### config.mk
export PLATFORM = sky130hd
export DESIGN_NAME = periph_initiator
export DESIGN_NICKNAME = d
export VERILOG_FILES = /design/src/rtl/periph_initiator.sv
export SDC_FILE = /design/constraint.sdc
export NUM_CORES = 1
export LEC_CHECK = 0
export CAP_MARGIN = 20
export CORE_ASPECT_RATIO = 0.75
export CORE_MARGIN = 3
export CORE_UTILIZATION = 43
export DETAILED_ROUTE_END_ITERATION = 10
export DONT_BUFFER_PORTS = 1
export PLACE_DENSITY_LB_ADDON = 0.25
export SETUP_SLACK_MARGIN = 0.15
export SKIP_LAST_GASP = 1
export SLEW_MARGIN = 0
export SYNTH_ARGS = -nofsm -noshare
export SYNTH_HDL_FRONTEND = slang
export SYNTH_SLANG_ARGS = --single-unit
### constraint.sdc
create_clock -name CLK -period 4.89 [get_ports CLK]
set_input_delay 0.489 -clock CLK [delete_from_list [all_inputs] [get_ports CLK]]
set_output_delay 0.489 -clock CLK [all_outputs]
set_load 0.005 [all_outputs]
### src/rtl/periph_initiator.sv
// Single-outstanding bus initiator for one accelerator peripheral slot.
// Takes read/write commands on a valid/ready port, runs one strobe/ack cycle, returns the response.
module periph_initiator #(
    parameter int address_width  = 22,
    parameter int data_width     = 2,
    parameter int timeout_cycles = 64
) (
    input  logic                            CLK,
    input  logic                            RST,
    input  logic                            REQ_VALID,
    output logic                            REQ_READY,
    input  logic                            REQ_WRITE,
    input  logic [address_width-1:0]        REQ_ADDR,
    input  logic [(1<<data_width)*8-1:0]    REQ_WDATA,
    input  logic [(1<<data_width)-1:0]      REQ_BE,
    output logic                            RSP_VALID,
    input  logic                            RSP_READY,
    output logic [(1<<data_width)*8-1:0]    RSP_RDATA,
    output logic                            RSP_ERROR,
    output logic [address_width-1:0]        P_READ_ADDR,
    output logic                            P_OE,
    input  logic [(1<<data_width)*8-1:0]    P_RDATA,
    input  logic                            P_DATA_VALID,
    output logic [address_width-1:0]        P_WRITE_ADDR,
    output logic [(1<<data_width)*8-1:0]    P_WDATA,
    output logic [(1<<data_width)-1:0]      P_BE,
    output logic                            P_WE,
    input  logic                            P_WACK
);

    localparam int DBITS = (1 << data_width) * 8;
    localparam int BEW   = 1 << data_width;
    localparam int CNT_W = $clog2(timeout_cycles + 1);

    typedef enum logic [1:0] {
        S_IDLE,
        S_ISSUE,
        S_WAIT,
        S_RESP
    } state_t;

    state_t                     r_state, w_state_next;
    logic                       r_cmd_write, w_cmd_write_next;
    logic [CNT_W-1:0]           r_count, w_count_next;
    logic                       r_req_ready, w_req_ready_next;
    logic                       r_rsp_valid, w_rsp_valid_next;
    logic [DBITS-1:0]           r_rsp_rdata, w_rsp_rdata_next;
    logic                       r_rsp_error, w_rsp_error_next;
    logic [address_width-1:0]   r_p_read_addr, w_p_read_addr_next;
    logic [address_width-1:0]   r_p_write_addr, w_p_write_addr_next;
    logic [DBITS-1:0]           r_p_wdata, w_p_wdata_next;
    logic [BEW-1:0]             r_p_be, w_p_be_next;
    logic                       r_p_oe, w_p_oe_next;
    logic                       r_p_we, w_p_we_next;
    logic                       w_ack;
    logic                       w_timeout;

    // Only the ack belonging to the current direction can complete a transaction.
    assign w_ack     = r_cmd_write ? P_WACK : P_DATA_VALID;
    assign w_timeout = (r_count == CNT_W'(timeout_cycles - 1));

    always_comb begin
        w_state_next        = r_state;
        w_cmd_write_next    = r_cmd_write;
        w_count_next        = r_count;
        w_req_ready_next    = r_req_ready;
        w_rsp_valid_next    = r_rsp_valid;
        w_rsp_rdata_next    = r_rsp_rdata;
        w_rsp_error_next    = r_rsp_error;
        w_p_read_addr_next  = r_p_read_addr;
        w_p_write_addr_next = r_p_write_addr;
        w_p_wdata_next      = r_p_wdata;
        w_p_be_next         = r_p_be;
        w_p_oe_next         = r_p_oe;
        w_p_we_next         = r_p_we;

        case (r_state)
            S_IDLE: begin
                w_req_ready_next = 1'b1;
                if (REQ_VALID && r_req_ready) begin
                    w_req_ready_next = 1'b0;
                    w_cmd_write_next = REQ_WRITE;
                    if (REQ_WRITE && (REQ_BE == '0)) begin
                        // Nothing to write: complete immediately without touching the bus.
                        w_rsp_valid_next = 1'b1;
                        w_rsp_error_next = 1'b0;
                        w_rsp_rdata_next = '0;
                        w_state_next     = S_RESP;
                    end else if (REQ_WRITE) begin
                        w_p_we_next         = 1'b1;
                        w_p_write_addr_next = REQ_ADDR;
                        w_p_wdata_next      = REQ_WDATA;
                        w_p_be_next         = REQ_BE;
                        w_state_next        = S_ISSUE;
                    end else begin
                        w_p_oe_next        = 1'b1;
                        w_p_read_addr_next = REQ_ADDR;
                        w_state_next       = S_ISSUE;
                    end
                end
            end
            S_ISSUE: begin
                // Acks seen here may be left over from the previous transaction.
                w_count_next = '0;
                w_state_next = S_WAIT;
            end
            S_WAIT: begin
                if (w_ack || w_timeout) begin
                    w_p_oe_next      = 1'b0;
                    w_p_we_next      = 1'b0;
                    w_p_be_next      = '0;
                    w_rsp_valid_next = 1'b1;
                    w_rsp_error_next = !w_ack;
                    w_rsp_rdata_next = (w_ack && !r_cmd_write) ? P_RDATA : '0;
                    w_state_next     = S_RESP;
                end else begin
                    w_count_next = r_count + CNT_W'(1);
                end
            end
            S_RESP: begin
                if (RSP_READY) begin
                    w_rsp_valid_next = 1'b0;
                    w_req_ready_next = 1'b1;
                    w_state_next     = S_IDLE;
                end
            end
            default: begin
                w_state_next = S_IDLE;
            end
        endcase
    end

    always_ff @(posedge CLK) begin
        if (RST) begin
            r_state        <= S_IDLE;
            r_cmd_write    <= 1'b0;
            r_count        <= '0;
            r_req_ready    <= 1'b0;
            r_rsp_valid    <= 1'b0;
            r_rsp_rdata    <= '0;
            r_rsp_error    <= 1'b0;
            r_p_read_addr  <= '0;
            r_p_write_addr <= '0;
            r_p_wdata      <= '0;
            r_p_be         <= '0;
            r_p_oe         <= 1'b0;
            r_p_we         <= 1'b0;
        end else begin
            r_state        <= w_state_next;
            r_cmd_write    <= w_cmd_write_next;
            r_count        <= w_count_next;
            r_req_ready    <= w_req_ready_next;
            r_rsp_valid    <= w_rsp_valid_next;
            r_rsp_rdata    <= w_rsp_rdata_next;
            r_rsp_error    <= w_rsp_error_next;
            r_p_read_addr  <= w_p_read_addr_next;
            r_p_write_addr <= w_p_write_addr_next;
            r_p_wdata      <= w_p_wdata_next;
            r_p_be         <= w_p_be_next;
            r_p_oe         <= w_p_oe_next;
            r_p_we         <= w_p_we_next;
        end
    end

    assign REQ_READY    = r_req_ready;
    assign RSP_VALID    = r_rsp_valid;
    assign RSP_RDATA    = r_rsp_rdata;
    assign RSP_ERROR    = r_rsp_error;
    assign P_READ_ADDR  = r_p_read_addr;
    assign P_OE         = r_p_oe;
    assign P_WRITE_ADDR = r_p_write_addr;
    assign P_WDATA      = r_p_wdata;
    assign P_BE         = r_p_be;
    assign P_WE         = r_p_we;

endmodule
==> summary.md, run 1 <==
The flow ran to the end, and the final reports show no timing, DRC or antenna violations. The library cells used most frequently in the layout, excluding fill and tap cells, are 226 x nand2_1, 127 x dfxtp_1, 87 x a21oi_1. The maximum number of pins on one net before global-route repair came out at 95. The count of max-cap constraint violations came out at 0. The final count of pins violating max slew is 0, and the top-area cell type share of the netlist area is 51.8%. dfxtp_1 takes more of the synthesized area than any other cell. The number of antenna violations at the first check in global routing is 0. The tools report the type of element launching the critical path as a flip-flop.

The tightest min-delay check is of the input pin to flip-flop type. The floorplan row count was 33. After technology mapping, the gate count stands at 588. Pin placement for this block handled 214 I/O pins. Post-cts resize count: 0.

In this run the tool buffered the top-level ports with 0 buffer cells. Endpoint class of the critical path: a flip-flop. The design draws 2.78 mW. Clock-pin slew was measured on the worst setup and hold paths at 60 ps.

For this design, the slowest cell found on the critical path is and3_2. The logs give 17 for the number of buffers created by CTS and 0 for the count of antenna diodes in the layout. Traced cell by cell, the critical path runs through ha_1 -> nand3_1 -> o311ai_1 -> and3_2 -> mux2i_1. The worst pin sits at a relative slew slack of 30.3%. The largest single stage delay on the critical path is 920 ps. Transition at the pin with the smallest max-transition slack: 1050 ps. The run gives 19.5 mm as the global-route wire length before repair. The first routing iteration left 196 violations. The areal power density over the cells came out at 507 nW/µm².

The total of fill cells in the finished design was 1061; the total grt overflow was 0. In the final timing run, aggregate negative setup slack is 0 ps. For the post-CTS setup-driven buffer insertion count, the log shows 0. Data arrives at the worst endpoint at 2730 ps.

The logs give 0 for the number of failing hold endpoints at the final stage and 12.7 mm for the total wire length after detailed routing. Leaving out fill and tap cells, the most frequent cell in the layout is nand2_1. The critical path in this run is classified as flip-flop to flip-flop.

Static timing analysis puts the maximum clock frequency at 415 MHz. Cells fill 49.8% of the core in the end. For the overall track demand over capacity in global routing, the log shows 19.3%.

Final setup skew: 7.28 ps. The number of setup violations in the final report came out at 0. Setup repair after global routing left no endpoint under its margin. The synthesis-to-finish area growth works out to 11.8%. Measured along the x axis, the die boundary spans 129 µm. The logs give 12700 µm² for the area enclosed by the die boundary and 4 for the H-tree depth reported by CTS. Counting every net in the synthesized netlist gives 690.

Synthesized flop and latch total: 127. The clock tree root driver cell was clkbuf_16. Routability-driven placement finished with a final weighted congestion of 0.751. The initial utilization of the core area, before any placement, comes to 44.5%. In the post-synthesis netlist, the biggest area contributors are dfxtp_1 52%, nand2_1 17%, a21oi_1 8.9%, mux2i_1 7.3%, clkbuf_1 1.6%.

In this run the standard cell core region covers 11000 µm². The leakage power total came out at 1.79 nW. The logs give 37 for the post-synthesis cell type count and 4910 µm² for the netlist area before placement. TritonCTS built the clock tree. The final worst-path cycle share was 49.2%. For this design, the CTS-stage hold fixing added 0 buffers.

The worst-path maximum fanout is 33. The clock net in this run drives a total of 127 sinks. The post-DP HPWL was 8.71 mm. Dividing the detail-routed wire length by the instance count gives 17.4 µm. After detailed routing, the number of vias per cell comes to 5.46.

For this run, design rule violations remaining after detail routing come to 0. After the last flow step, the layout net total stands at 677. The run gives 2 as the maximum count of clock buffers along a single path.

The number of global-route vias before repair is 3801. The total via count in the routed design was 3973. The run gives 400 ps as the insertion delay of the later-clocked pin in the worst-skew pair. After synthesis, flip-flops and latches occupy 51.8% of the total area. The highest ir drop seen on vdd is 268 µV. At the worst endpoint, the required time is 5210 ps. The average instance in the mapped netlist occupies 8.35 µm². The pre-antenna-repair detailed-routing pass consisted of 4 iterations. The number of nets with antenna violations after routing came out at 0. Measured along the y axis, the die boundary spans 98.5 µm. In the final layout, the share of cells above drive strength 1 is 7.67%.

The worst path in the final design needs a cycle of 2410 ps, including I/O delays and setup. The count of yosys warnings during synthesis came out at 0. The tools report the smallest hold slack as 184 ps.
-- worst max-delay path, delay by kind of cell (launching register included) --
family | cells | cell delay (ps)
and+or+nand+nor | 2 | 1060
DFF | 1 | 390
AOI/OAI and AO/OA | 1 | 330
muxes | 1 | 280
adders and majority gates | 1 | 250
-- cells in the mapped netlist --
cell and number:
nand2_1 226, dfxtp_1 127, a21oi_1 87, mux2i_1 36
clkbuf_1 21, nor2_1 11, buf_2 10, nand3_1 8
o31ai_1 6, ha_1 5, inv_1 5, a311oi_1 4
nand4_1 4, o21ai_0 4, or3_1 4, buf_12 3
a211oi_1 2, a31oi_1 2, nand2b_1 2, nor2b_1 2
o2111ai_1 2, o311a_1 2, a21boi_1 1, and3_1 1
buf_1 1, buf_6 1, inv_2 1, nand2_4 1
nor3_2 1, nor4_2 1, nor4b_2 1, o21a_1 1
o21ai_2 1, o22ai_1 1, o311ai_1 1, or2_0 1
or4_4 1
-- report_power, final --
part	switching, mW	leakage, nW	total (mW)	internal (mW)
combinational	0.292	0.491	0.435	0.142
sequential	0.0644	1.03	1.17	1.11
clock	0.464	0.268	1.17	0.710
total	0.821	1.79	2.78	1.96
-- flip-flops by register name, summed over array words and instances, names as in the netlist --
signal / count
P_WDATA: 32
REQ_READY: 1
r_count: 7
P_WRITE_ADDR: 22
RSP_ERROR: 1
P_OE: 1
r_state: 2
r_cmd_write: 1
P_WE: 1
RSP_RDATA: 32
P_BE: 4
P_READ_ADDR: 22
RSP_VALID: 1
-- layer usage --
metal  share of wire (%)  track usage, %  wire [µm]  vias up
li1                    -               -          -     1942
met1                  40            23.1       5130     1844
met2                  46            30.3       5870      165
met3                  12            9.15       1460       22
met4                 1.7            6.78        218        0
met5                   0               0          0        -
-- worst paths after layout --
| check | startpoint | endpoint | slack (ps) | depth (start not counted) |
|---|---|---|---|---|
| worst max-delay path | r_count[0] | RSP_RDATA[13] | 2480 | 5 |
| worst min-delay path | RST | P_WDATA[2] | 180 | 1 |
| worst max register to register | r_count[0] | RSP_RDATA[13] | 2480 | 5 |
| worst min register to register | P_WDATA[3] | P_WDATA[3] | 470 | 2 |
-- metrics by stage --
stage	setup slack, ps	area (µm²)	std cells
final	2480	5490	727
after global routing	2250	5490	727
after CTS	2500	5490	727
after detailed placement	2440	4930	696
after global placement	2500	4930	696
after floorplan	3060	4910	588
-- final cells by class --
cell class	instances	area (µm²)	area share [%]
clock buffer	18	439	8.01
clock inverter	13	116	2.12
inverter	6	22.5	0.411
multi-input combinational	419	2160	39.4
sequential	127	2540	46.4
tap	140	175	3.19
timing repair buffer	4	30.0	0.547
-- cell families (layout without fill, tap and decap cells) --
group / Yosys count / count (layout) / share of synthesized area (%)
adder cells (fa/ha/maj): 5 / 5 / 1.27
AND/OR/NAND/NOR: 264 / 264 / 21.9
multiplexers: 36 / 36 / 7.34
flip-flops: 127 / 127 / 51.8
AO/OA/AOI/OAI: 114 / 114 / 13.0
buffers and inverters: 42 / 41 / 4.61
(Power assumes the default switching activity.)
==> run 2, diff against run 1 <==
Clock period 4.89 ns to 2.3 ns, I/O delays scaled along.
==> run 2 against run 1 <==
Combinational power rose to 2.6 times the previous value. Non-clock buffer count rose by 97. Register-to-register slack got worse by 2200 ps. Critical endpoint is now P_WDATA[25].
==> summary.md, run 2 (synthesis results as in run 1) <==
The flow ran to the end, and the final reports show no timing, DRC or antenna violations. The net switching power is 1.81 mW (was 0.821 mW), and the post-route setup TNS is 0 ps (unchanged). The average wire length per cell after detail routing was 17.1 µm (was 17.4 µm).

The run gives 39.3% (was 42.1%) as the power share of the sequential group. The clock tree root driver cell was clkbuf_16 (unchanged). The post-CTS setup-driven buffer insertion count is 0 (unchanged), and the insertion delay of the later-clocked pin in the worst-skew pair is 410 ps (was 400 ps). The worst endpoint data arrival time is 2280 ps (was 2730 ps). Setup repair after global routing left no endpoint under its margin. The relative contribution of combinational cells to total power came out at 17.7% (was 15.6%).

The total via count in the routed design was 4432 (was 3973); the final worst-path cycle share was 86.7% (was 49.2%). Die width: 129 µm (unchanged). The total wire length after detailed routing came out at 14.1 mm (was 12.7 mm).

The areal power density over the cells came out at 967 nW/µm² (was 507 nW/µm²). The logs give 21.8% (was 19.3%) for the overall track demand over capacity in global routing and 214 (unchanged) for the number of top-level design ports. The final count of pins violating max slew was 0 (unchanged). The logs give 8.99 mm (was 8.71 mm) for the post-DP HPWL and 12700 µm² (unchanged) for the area enclosed by the die boundary. Number of buffers created by CTS: 17 (unchanged). The shortest clock period the worst path allows after layout was 1990 ps (was 2410 ps); the number of failing hold endpoints at the final stage was 0 (unchanged). Final setup skew: 6.18 ps (was 7.28 ps).

The logs give 2 (unchanged) for the maximum count of clock buffers along a single path and 502 MHz (was 415 MHz) for the maximum clock frequency. The logs give 0 (unchanged) for the count of antenna diodes in the layout and 526 µV (was 268 µV) for the highest ir drop seen on vdd. For the violation count after the first detailed-routing iteration, the log shows 234 (was 196). Endpoint class of the critical path: a flip-flop (unchanged).

The number of vias per cell was 5.37 (was 5.46). The global-route wire length before repair is 22.2 mm (was 19.5 mm). The H-tree depth reported by CTS came out at 4 (unchanged). The class of the tightest hold or removal check was input pin to flip-flop (unchanged). The leading cell type in the layout, fill and taps excluded was nand2_1 (unchanged).

For the first-pass iteration count of the detailed router, the log shows 8 (was 4). The leakage power total is 2.23 nW (was 1.79 nW), and the floorplan row count is 33 (unchanged). Share of cells above drive strength 1: 7.59% (was 7.67%). The synthesis-to-finish area growth is 33.5% (was 11.8%), and the number of global-route vias before repair is 4446 (was 3801).

The type of the worst setup path was flip-flop to flip-flop (unchanged). The clock-pin slew of the registers on the worst-case setup and hold paths is 60 ps (about the same), and the total grt overflow is 0 (unchanged). The logs give 43.0% (was 42.2%) for the clock power share and 0 (unchanged) for the number of setup violations in the final report. The starting utilization of the core area was 44.5% (unchanged).

The required time reported for the critical path endpoint was 2580 ps (was 5210 ps); the number of nets at the end of the flow was 774 (was 677). The switching part of the total power is 28.6% (was 29.5%), and the floorplan core area is 11000 µm² (unchanged). The worst-path maximum fanout is 54 (was 33), and the cell internal power dissipation is 4.52 mW (was 1.96 mW). The overall die height is 98.5 µm (unchanged), and the relative slew slack is 54.3% (was 30.3%). The transition at the pin with the smallest max-transition slack was 678 ps (was 1050 ps). The number of antenna violations at the first check in global routing is 0 (unchanged). The number of clock sinks seen by CTS is 127 (unchanged). Type of element launching the critical path: a flip-flop (unchanged). For the maximum number of pins on one net before global-route repair, the log shows 90 (was 95).

For the residual DRC count, the log shows 0 (unchanged). TritonCTS built the clock tree. The run gives 59.4% (was 49.8%) as the share of the core filled with cells.

The logs give 0 (unchanged) for the count of max-cap constraint violations and 310 ps (was 2480 ps) for the slack of the worst reg-to-reg path. Commonest cells after routing, fill and taps aside: 226 x nand2_1, 127 x dfxtp_1, 92 x dlygate4sd3_1 (was 226 x nand2_1, 127 x dfxtp_1, 87 x a21oi_1). The number of nets with antenna violations after routing came out at 0 (unchanged). The weighted congestion at the end of routability-driven global placement was 0.836 (was 0.751). The number of port buffers was 0 (unchanged).
==> run 2: repair_timing <==
action	4_1_cts	5_1_grt
hold endpoints to repair	121	0
endpoints found under the setup margin	0	63
gates resized for setup	0	3
hold buffers	93	0
==> run 2: final cells by class <==
cell class                      instances  area, µm²
Multi-Input combinational cell        419       2170
Sequential cell                       127       2540
Timing Repair Buffer                  101       1040
Tap cell                              140        175
Clock buffer                           19        443
Inverter                                6       22.5
Clock inverter                         13        163
Fill cell                             952       4470
==> run 2: power by group through the flow <==
stage	sequential (mW)	combinational, mW	clock, mW
6_report	2.49	1.12	2.72
5_1_grt	2.51	1.25	2.88
4_1_cts	2.49	1.09	2.77
3_5_place_dp	2.54	0.926	0
3_3_place_gp	2.53	0.896	0
2_1_floorplan	2.49	0.778	0
==> run 2: critical path, stage by stage, from the launching register on <==
cell,delay (ps)
dfxtp_1,340
inv_1,100
ha_2,280
nand2_4,110
or3_2,450
buf_4,310
nand2_1,180
a21oi_1,80
==> run 2: final timing paths <==
path / start / end / cells after the start
worst max-delay path: r_state[0] / P_WDATA[25] / 7
worst max register to register: r_state[0] / P_WDATA[25] / 7
worst min register to register: P_WDATA[3] / P_WDATA[3] / 2
worst min-delay path: REQ_WRITE / P_OE / 3
==> run 2: stage by stage <==
stage	std cells	power, mW	worst slack [ps]	hold WS [ps]	area (µm²)
final	825	6.34	307	23.7	6550
after global routing	825	6.64	159	30.1	6550
after CTS	825	6.36	267	6.53	6540
after detailed placement	700	3.47	296	318	4980
after global placement	700	3.43	381	313	4980
after floorplan	588	3.27	567	366	4910
==> run 2: metal layers <==
metal,global-route usage (%),wire length (µm),vias to the layer above
met5,0,0,-
met4,8.56,268,0
met3,9.10,1430,27
met2,36.5,6870,196
met1,24.8,5560,2077
li1,-,-,2132
